$ cat config.mk
export PLATFORM = sky130hd
export DESIGN_NAME = gem_event_collector_flat
export DESIGN_NICKNAME = d
export VERILOG_FILES = /design/src/rtl/gem_event_collector_if.sv /design/src/rtl/gem_event_collector.sv /design/src/flat_wrapper.sv
export SDC_FILE = /design/constraint.sdc
export NUM_CORES = 1
export LEC_CHECK = 0
export CAP_MARGIN = 30
export CORE_MARGIN = 4
export CORE_UTILIZATION = 67
export CTS_BUF_LIST = sky130_fd_sc_hd__clkbuf_2
export DETAILED_ROUTE_END_ITERATION = 8
export GPL_TIMING_DRIVEN = 0
export HOLD_SLACK_MARGIN = 0.12
export PLACE_DENSITY = 0.95
export SLEW_MARGIN = 25
export SYNTH_ARGS = -nofsm -noshare
export SYNTH_HDL_FRONTEND = slang
export SYNTH_SLANG_ARGS = --single-unit
$ cat constraint.sdc
create_clock -name CLK -period 14.14 [get_ports CLK]
set_clock_uncertainty 0.2 [all_clocks]
set_input_delay 2.828 -clock CLK [delete_from_list [all_inputs] [get_ports CLK]]
set_output_delay 2.828 -clock CLK [all_outputs]
set_load 0.01 [all_outputs]
$ cat src/rtl/gem_event_collector_if.sv
// Event/readout bundle between the GEM side-effect kernel, the collector and
// the host readout. The collector uses the slave view; the kernel/host side
// (or a bench) uses the master view.
interface gem_event_collector_if #(
    parameter int NLANES = 4,
    parameter int CYCW   = 32
);
    logic                  TICK;
    logic [NLANES-1:0]     EV_VALID;
    logic [3*NLANES-1:0]   EV_FLAVOR;
    logic [32*NLANES-1:0]  EV_ID;
    logic                  BUSY;
    logic                  OUT_VALID;
    logic                  OUT_READY;
    logic [2:0]            OUT_FLAVOR;
    logic [31:0]           OUT_ID;
    logic [CYCW-1:0]       OUT_CYCLE;
    logic                  HALT;
    logic [15:0]           DROP_CNT;

    modport master (
        output TICK, EV_VALID, EV_FLAVOR, EV_ID, OUT_READY,
        input  BUSY, OUT_VALID, OUT_FLAVOR, OUT_ID, OUT_CYCLE, HALT, DROP_CNT
    );

    modport slave (
        input  TICK, EV_VALID, EV_FLAVOR, EV_ID, OUT_READY,
        output BUSY, OUT_VALID, OUT_FLAVOR, OUT_ID, OUT_CYCLE, HALT, DROP_CNT
    );
endinterface

$ cat src/rtl/gem_event_collector.sv
// Collects up to NLANES assert/display events per simulated cycle, serializes
// them lowest lane first into a timestamped show-ahead FIFO, raises a sticky
// HALT on stop/finish and counts events lost while a group is still draining.
module gem_event_collector #(
    parameter int NLANES = 4,
    parameter int DEPTH  = 16,
    parameter int CYCW   = 32
) (
    input  logic                 CLK,
    input  logic                 R,
    gem_event_collector_if.slave bus
);
    localparam int AW = $clog2(DEPTH);
    localparam int LW = (NLANES > 1) ? $clog2(NLANES) : 1;
    localparam logic [AW:0] FULL_CNT = (AW+1)'(DEPTH);

    logic [NLANES-1:0] pend;
    logic [2:0]        lane_flv [NLANES];
    logic [31:0]       lane_id  [NLANES];
    logic [CYCW-1:0]   grp_cyc;
    logic [CYCW-1:0]   cyc_cnt;

    logic [2:0]        mem_flv [DEPTH];
    logic [31:0]       mem_id  [DEPTH];
    logic [CYCW-1:0]   mem_cyc [DEPTH];
    logic [AW-1:0]     wr_ptr;
    logic [AW-1:0]     rd_ptr;
    logic [AW:0]       cnt;

    logic              halt;
    logic [15:0]       drop_cnt;

    logic [NLANES-1:0] acc_mask;
    logic              halt_hit;
    logic [2:0]        lane_f;
    logic [LW-1:0]     sel;
    logic              busy;
    logic              out_valid;
    logic              pop;
    logic              push;
    logic              cap;
    logic              drop;
    logic [16:0]       drop_sum;

    function automatic logic [4:0] popcnt(input logic [NLANES-1:0] v);
        logic [4:0] s;
        s = '0;
        for (int i = 0; i < NLANES; i++) s = s + 5'(v[i]);
        return s;
    endfunction

    // Per-lane acceptance: flavors 6/7 are dropped silently; flag stop/finish.
    always_comb begin
        acc_mask = '0;
        halt_hit = 1'b0;
        lane_f   = '0;
        for (int i = 0; i < NLANES; i++) begin
            lane_f      = bus.EV_FLAVOR[3*i +: 3];
            acc_mask[i] = bus.EV_VALID[i] && (lane_f <= 3'd5);
            if (acc_mask[i] && (lane_f == 3'd3 || lane_f == 3'd4)) halt_hit = 1'b1;
        end
    end

    // Lowest pending lane goes out first.
    always_comb begin
        sel = '0;
        for (int i = NLANES - 1; i >= 0; i--) begin
            if (pend[i]) sel = LW'(i);
        end
    end

    assign busy      = |pend;
    assign out_valid = (cnt != '0);
    assign pop       = out_valid & bus.OUT_READY;
    // A full FIFO still takes a write when the head leaves on the same edge.
    assign push      = busy & ((cnt != FULL_CNT) | pop);
    assign cap       = ~busy & ~halt & (|bus.EV_VALID);
    assign drop      = busy & ~halt & (|bus.EV_VALID);
    assign drop_sum  = {1'b0, drop_cnt} + 17'(popcnt(acc_mask));

    // Control state: timestamp, pending mask, FIFO pointers, halt and drop count.
    always_ff @(posedge CLK or posedge R) begin
        if (R) begin
            cyc_cnt  <= '0;
            grp_cyc  <= '0;
            pend     <= '0;
            wr_ptr   <= '0;
            rd_ptr   <= '0;
            cnt      <= '0;
            halt     <= 1'b0;
            drop_cnt <= '0;
        end else begin
            if (bus.TICK) cyc_cnt <= cyc_cnt + CYCW'(1);

            if (cap) begin
                pend    <= acc_mask;
                grp_cyc <= cyc_cnt;
                if (halt_hit) halt <= 1'b1;
            end else if (push) begin
                pend[sel] <= 1'b0;
            end

            if (push) wr_ptr <= wr_ptr + AW'(1);
            if (pop)  rd_ptr <= rd_ptr + AW'(1);
            case ({push, pop})
                2'b10:   cnt <= cnt + (AW+1)'(1);
                2'b01:   cnt <= cnt - (AW+1)'(1);
                default: cnt <= cnt;
            endcase

            if (drop) drop_cnt <= drop_sum[16] ? 16'hFFFF : drop_sum[15:0];
        end
    end

    // Group payload latched on capture; contents are don't-care until pending.
    always_ff @(posedge CLK) begin
        if (cap) begin
            for (int i = 0; i < NLANES; i++) begin
                lane_flv[i] <= bus.EV_FLAVOR[3*i +: 3];
                lane_id[i]  <= bus.EV_ID[32*i +: 32];
            end
        end
    end

    // FIFO storage; reads are gated by OUT_VALID so stale data never shows.
    always_ff @(posedge CLK) begin
        if (push) begin
            mem_flv[wr_ptr] <= lane_flv[sel];
            mem_id[wr_ptr]  <= lane_id[sel];
            mem_cyc[wr_ptr] <= grp_cyc;
        end
    end

    assign bus.BUSY       = busy;
    assign bus.OUT_VALID  = out_valid;
    assign bus.OUT_FLAVOR = out_valid ? mem_flv[rd_ptr] : 3'd0;
    assign bus.OUT_ID     = out_valid ? mem_id[rd_ptr]  : 32'd0;
    assign bus.OUT_CYCLE  = out_valid ? mem_cyc[rd_ptr] : '0;
    assign bus.HALT       = halt;
    assign bus.DROP_CNT   = drop_cnt;
endmodule
$ cat src/flat_wrapper.sv
// flat-port wrapper written by rule: the top's interface ports become plain ports
module gem_event_collector_flat 
#(
    parameter int NLANES = 4,
    parameter int DEPTH  = 16,
    parameter int CYCW   = 32
)
  (CLK, R, bus_TICK, bus_EV_VALID, bus_EV_FLAVOR, bus_EV_ID, bus_OUT_READY, bus_BUSY, bus_OUT_VALID, bus_OUT_FLAVOR, bus_OUT_ID, bus_OUT_CYCLE, bus_HALT, bus_DROP_CNT);
  gem_event_collector_if #(.NLANES(NLANES), .CYCW(CYCW)) bus_i ();
  input  logic CLK;
  input  logic R;
  input wire logic [$bits(bus_i.TICK)-1:0] bus_TICK;
  input wire logic [$bits(bus_i.EV_VALID)-1:0] bus_EV_VALID;
  input wire logic [$bits(bus_i.EV_FLAVOR)-1:0] bus_EV_FLAVOR;
  input wire logic [$bits(bus_i.EV_ID)-1:0] bus_EV_ID;
  input wire logic [$bits(bus_i.OUT_READY)-1:0] bus_OUT_READY;
  output wire logic [$bits(bus_i.BUSY)-1:0] bus_BUSY;
  output wire logic [$bits(bus_i.OUT_VALID)-1:0] bus_OUT_VALID;
  output wire logic [$bits(bus_i.OUT_FLAVOR)-1:0] bus_OUT_FLAVOR;
  output wire logic [$bits(bus_i.OUT_ID)-1:0] bus_OUT_ID;
  output wire logic [$bits(bus_i.OUT_CYCLE)-1:0] bus_OUT_CYCLE;
  output wire logic [$bits(bus_i.HALT)-1:0] bus_HALT;
  output wire logic [$bits(bus_i.DROP_CNT)-1:0] bus_DROP_CNT;
  assign bus_i.TICK = bus_TICK;
  assign bus_i.EV_VALID = bus_EV_VALID;
  assign bus_i.EV_FLAVOR = bus_EV_FLAVOR;
  assign bus_i.EV_ID = bus_EV_ID;
  assign bus_i.OUT_READY = bus_OUT_READY;
  assign bus_BUSY = bus_i.BUSY;
  assign bus_OUT_VALID = bus_i.OUT_VALID;
  assign bus_OUT_FLAVOR = bus_i.OUT_FLAVOR;
  assign bus_OUT_ID = bus_i.OUT_ID;
  assign bus_OUT_CYCLE = bus_i.OUT_CYCLE;
  assign bus_HALT = bus_i.HALT;
  assign bus_DROP_CNT = bus_i.DROP_CNT;
  gem_event_collector #(.NLANES(NLANES), .DEPTH(DEPTH), .CYCW(CYCW)) u_core (.CLK(CLK), .R(R), .bus(bus_i));
endmodule
======== Word-level counts from Yosys, hierarchy flattened ========
Memories as Yosys holds them, arrays and structs flattened.
Index checks and enable logic that the tools add are counted.
operators by class
  add/subtract/negate cells ............... 9
  $lt $le $gt $ge ......................... 6
  equality and inequality tests ........... 11
  multiplexer cells ....................... 21
  bitwise gates (word level) .............. 11
  reductions and logical operators ........ 19
operators by type and width
  kind                     count
  $mux W32                 2
  $add A32 B1 Y32 const B  1
  $add A16 B5 Y17          1
  $mux W16                 1
  $eq A3 B2 Y1 const B     4
  $eq A3 B3 Y1 const B     4
  $le A3 B3 Y1 const B     4
  $add A5 B1 Y5            2
  $pmux W5 S2              1
  $logic_and A1 B1 Y1      9
  $mux W1                  9
  $add A4 B1 Y4 const B    2
  $mux W2                  4
  $mux W4                  2
  $reduce_or A4 Y1         2
  $and A1 B1 Y1            6
  $add A5 B1 Y5 const B    1
  $ne A5 B5 Y1 const B     1
  $reduce_bool A5 Y1       1
  $sub A5 B1 Y5 const B    1
  $and A4 B4 Y4            1
  $logic_or A1 B1 Y1       4
  $not A4 Y4               1
  $reduce_bool A2 Y1       2
  10 further kinds         11
storage, ports and cells
  register bits after elaboration ......... 98
  bits in writable memories ............... 1212
  output and inout bits ................... 86
  logic and storage cells ................. 90
  memories kept ........................... 5
memory list
  memory           words  bits a word  read ports  clocked after memory_dff  wr ports  line                       text
  u_core.mem_cyc   16     32           1           0                         1         gem_event_collector.sv:25  logic [CYCW-1:0] mem_cyc [DEPTH];
  u_core.mem_id    16     32           1           0                         1         gem_event_collector.sv:24  logic [31:0] mem_id [DEPTH];
  u_core.lane_id   4      32           1           0                         4         gem_event_collector.sv:19  logic [31:0] lane_id [NLANES];
  u_core.mem_flv   16     3            1           0                         1         gem_event_collector.sv:23  logic [2:0] mem_flv [DEPTH];
  u_core.lane_flv  4      3            1           0                         4         gem_event_collector.sv:18  logic [2:0] lane_flv [NLANES];

======== Longest topological paths before layout ========
  word-level depth ........................ 12
  mapped depth ............................ 12
  depth with buffers taken out ............ 12

======== Worst setup path after synthesis ========
Ideal clock, no wire load.
  kind .................................... input to register
  start ................................... in bus_OUT_READY
  end ..................................... mem u_core.mem_cyc[3][0] (enable)
  library setup time ...................... 0.574 ns
  arrival time ............................ 7.922 ns
  setup slack ............................. 5.444 ns
  stages on the path ...................... 4
  buffers on the path ..................... 0
  cell sequence ........................... nor2b_1 > a21oi_2 > nand2_1 > nor3_1
between the ends
  longest elaborated chain between the ends .. 5
ends and longest elaborated chain
  what                           line                        text
  start: declaration             flat_wrapper.sv:16          input wire logic [$bits(bus_i.OUT_READY)-1:0] bus_OUT_READY;
  $and A1 B1 Y1                  gem_event_collector.sv:74   assign pop = out_valid & bus.OUT_READY;
  $or A1 B1 Y1                   gem_event_collector.sv:76   assign push = busy & ((cnt != FULL_CNT) | pop);
  $and A1 B1 Y1                  gem_event_collector.sv:76
  $mux W1                        gem_event_collector.sv:127  if (push) begin
  $mux W1 (not written as such)  gem_event_collector.sv:130  mem_cyc[wr_ptr] <= grp_cyc;
  end: declaration               gem_event_collector.sv:25
No other way between the ends.

======== Worst setup path after layout ========
  start ................................... reg u_core.rd_ptr[1]
  end ..................................... out bus_OUT_ID[31]
between the ends
  longest elaborated chain between the ends .. 2
ends and longest elaborated chain
  what                      line                        text
  start: declaration        gem_event_collector.sv:27   logic [AW-1:0] rd_ptr;
  start signal: assignment  gem_event_collector.sv:104  if (pop) rd_ptr <= rd_ptr + AW'(1);
  $mem_v2 Z16 W32           -
  $mux W32                  gem_event_collector.sv:137  assign bus.OUT_ID = out_valid ? mem_id[rd_ptr] : 32'd0;
  end: declaration          flat_wrapper.sv:20          output wire logic [$bits(bus_i.OUT_ID)-1:0] bus_OUT_ID;
No other way between the ends.

==> metrics.csv <==
metric,value,unit
Slowest cell on crit path,clkbuf_1,
largest net degree at the start of global routing,150,
crit path max fanout,10,
synth unique cells,58,
first-pass GRT wire length,198,mm
"commonest non-fill, non-tap cell in the layout",edfxtp_1,
Post-CTS Resized,0,
syn_nets,2411,
WL met3,16.5,mm
core region area,0.0744,mm^2
cell count along the critical path,8,
total gr overflow,0,
FF+latch area,0.0388,mm^2
clk_lat worst skew,1.52,ns
Synth Flop Type,edfxtp_1,
Reg2Reg Depth,9,
"most used cell, CP",clkbuf_1,
crit-path max cell delay,0.76,ns
Fin. Hold Viols,0,
final antenna-violating net count,0,
Die Ht,282,um
status,"complete, no violations",
Worst R2R Setup Slack,10.35,ns
final instance area,0.0580,mm^2
setup TNS,0,ns
area of the multi-input gates,0.0110,mm^2
Final min period,8.65,ns
critical path launch point,u_core.rd_ptr[1],
clock-pin slew on the worst setup and hold paths,0.10,ns
via count,28854,
utilization after layout,77.9,%
gpl congestion,0.828,
share of layout cells above drive strength 1,31.7,%
"FFs w/ async S/R, synth",7.48,%
worst hold-check path type,reg -> reg,
Post CTS Setup Buffer Count,0,
Yosys warning count,0,
# hold bufs at CTS,0,
Tcrit/Tclk final,61.2,%
Max Clk Rate,116,MHz
CTS tree,done,
Peak VDD IR,0.152,mV
CTS Buf Count,315,
"leading cell types in the layout, fill and taps excluded","edfxtp_1, clkbuf_2, mux4_2",
H-tree levels,5,
syn avg cell area,22.4,um^2
Rel. slew slack,25.5,%
DP Cell Count,3532,
Buffers on Ports,233,
Worst Setup EP,bus_OUT_ID[31],
P&R area growth vs syn,15.4,%
Clock power frac,20.4,%
M1 wire length,41.7,mm
# nets final,3052,
Top Layer Used,met5,
Mapped Area,0.0503,mm^2
Leakage,0.0196,uW
Final setup viols,0,
DRC,0,
fin cells,4078,
die area,0.0795,mm^2
Synth Instances,2246,
"FF+latch count, synth",1310,
unrepaired setup endpoints after global routing,false,
number of global-route vias before repair,30224,
Die Width,282,um
Site Rows,100,
final WL,139,mm
GRT Overall Usage,35.0,%
sequential share of power,44.3,%
critical path type,reg -> out,
sequential area share after synthesis,77.3,%
RR Startpoint,u_core.cnt[4],
initial antenna violation count,6,
Initial DRC Count,5042,
crit-path cells,"clkbuf_1, buf_6, clkbuf_2, clkbuf_1, mux4_2, mux2i_1, o22ai_1, clkdlybuf4s50_1",
cell chosen for the clock root,clkbuf_2,
Via density,7.08,
Comb power frac,35.3,%
WP data arrival,5.63,ns
net switching power,4290,uW
CP bufs+invs,5,
"delay-heaviest family, CP",buffers and inverters,
number of synthesized flops with an enable pin,1212,
WL/cell,34.1,um
Critical Path End Type,primary output,
switching share of power,35.7,%
max cap viols,0,
worst-case clock buffer depth,4,
Ports,234,
Placed Area,0.0552,mm^2
Initial Util,67.5,%
Setup crit start kind,register,
Worst R2R End,u_core.mem_cyc[1][28],
Final Slew Violations,0,
Clock Sink Count,1310,
Slew @ Worst Pin,1.12,ns
cell internal pwr,7720,uW
met2 wire length,70.9,mm
drt pass-1 iters,8,
Detailed Place HPWL,83.8,mm
critical path required time,11.11,ns
Filler Cell Count,3340,
Hold WS,0.336,ns
PwrDens,207,mW/mm^2
[layout make-up]
cell class	count	area share (%)
multi-input combinational	810	19.0
tap	969	2.09
antenna	3	0.0129
clock buffer	458	3.95
sequential	1310	67.0
clock inverter	78	0.604
timing repair buffer	324	6.45
inverter	20	0.138
buffer	106	0.826
[synth_stat cells, types with 2 or more instances]
cell	n	area (um^2)
xnor2_1	38	333
dfrtp_1	98	2450
nor4b_1	4	35.0
buf_4	2	15.0
and3b_1	4	35.0
and3_1	5	31.3
nor4_2	2	25.0
o22ai_1	67	419
mux4_2	303	6820
nand4_1	20	125
fa_1	3	60.1
nand2_1	38	143
or2_2	2	12.5
inv_1	19	71.3
mux2_2	44	495
edfxtp_1	1212	36400
buf_2	34	170
a21o_1	4	30.0
or4b_2	2	20.0
or3_1	4	25.0
and2_1	4	25.0
xor2_1	4	35.0
nor2b_1	2	12.5
and4_1	2	17.5
a21boi_0	2	15.0
ha_1	14	175
a31oi_1	4	25.0
nor3b_1	4	30.0
nand2b_1	6	37.5
o21ai_0	8	40.0
nor2_1	27	101
buf_6	3	33.8
a21oi_1	6	30.0
buf_1	25	93.8
clkbuf_1	42	158
nor3_1	11	55.1
nand3_1	12	60.1
nor4_1	9	56.3
mux2i_1	137	1370
[power by group through the flow]
stage	logic, uW	registers (uW)	clock network (uW)
after floorplan	2390	5310	0
after global placement	3640	5360	0
after detailed placement	4060	5370	0
after CTS	4150	5300	2420
after global routing	4420	5330	2660
final	4240	5320	2440
[sequential cells by signal, indices dropped and copies added (netlist names), 5 cells and up]
register / flops
u_core.mem_flv: 48
u_core.bus.DROP_CNT: 16
u_core.cyc_cnt: 32
u_core.lane_flv: 12
u_core.cnt: 5
u_core.mem_cyc: 512
u_core.grp_cyc: 32
u_core.lane_id: 128
u_core.mem_id: 512
[per-layer routing]
metal / vias up / GRT usage [%]
li1: 10862 / -
met1: 14208 / 41.8
met2: 3057 / 58.4
met3: 725 / 9.17
met4: 2 / 20.8
met5: - / 0
[worst register-to-register path: stages (launching register included)]
cell and delay, ns:
dfrtp_1 0.48, nor2b_1 0.22, a21oi_2 0.42, nand2_1 0.36
nor3_2 0.54, buf_4 0.31, buf_4 0.22, buf_4 0.24
buf_4 0.24, buf_4 0.19
[how the worst min path moves through the flow]
| stage | start | end | slack [ns] | depth (start not counted) |
|---|---|---|---|---|
| 6_report | u_core.rd_ptr[3] | u_core.rd_ptr[3] | 0.34 | 1 |
| 2_1_floorplan | u_core.cyc_cnt[31] | u_core.cyc_cnt[31] | 0.24 | 1 |
| 3_5_place_dp | u_core.cyc_cnt[31] | u_core.cyc_cnt[31] | 0.28 | 1 |
| 3_3_place_gp | u_core.cyc_cnt[31] | u_core.cyc_cnt[31] | 0.26 | 1 |
| 5_1_grt | u_core.rd_ptr[3] | u_core.rd_ptr[3] | 0.35 | 1 |
| 4_1_cts | u_core.rd_ptr[3] | u_core.rd_ptr[3] | 0.32 | 1 |
[logic make-up after synthesis]
| family | synth area share, % |
|---|---|
| AO/OA/AOI/OAI | 1.32 |
| XOR/XNOR | 0.732 |
| adder cells (fa/ha/maj) | 0.468 |
| buffers and inverters | 1.09 |
| flip-flops | 77.3 |
| multiplexers | 17.3 |
| AND/OR/NAND/NOR | 1.81 |
[per-stage QoR]
| step | setup WS (ns) | total power (uW) |
|---|---|---|
| 6_report | 5.49 | 12000 |
| 5_1_grt | 5.38 | 12400 |
| 4_1_cts | 4.99 | 11900 |
| 3_5_place_dp | 6.69 | 9430 |
| 3_3_place_gp | 0.563 | 9000 |
| 2_1_floorplan | 5.44 | 7690 |
No activity file was read; power rests on OpenSTA's default activity.
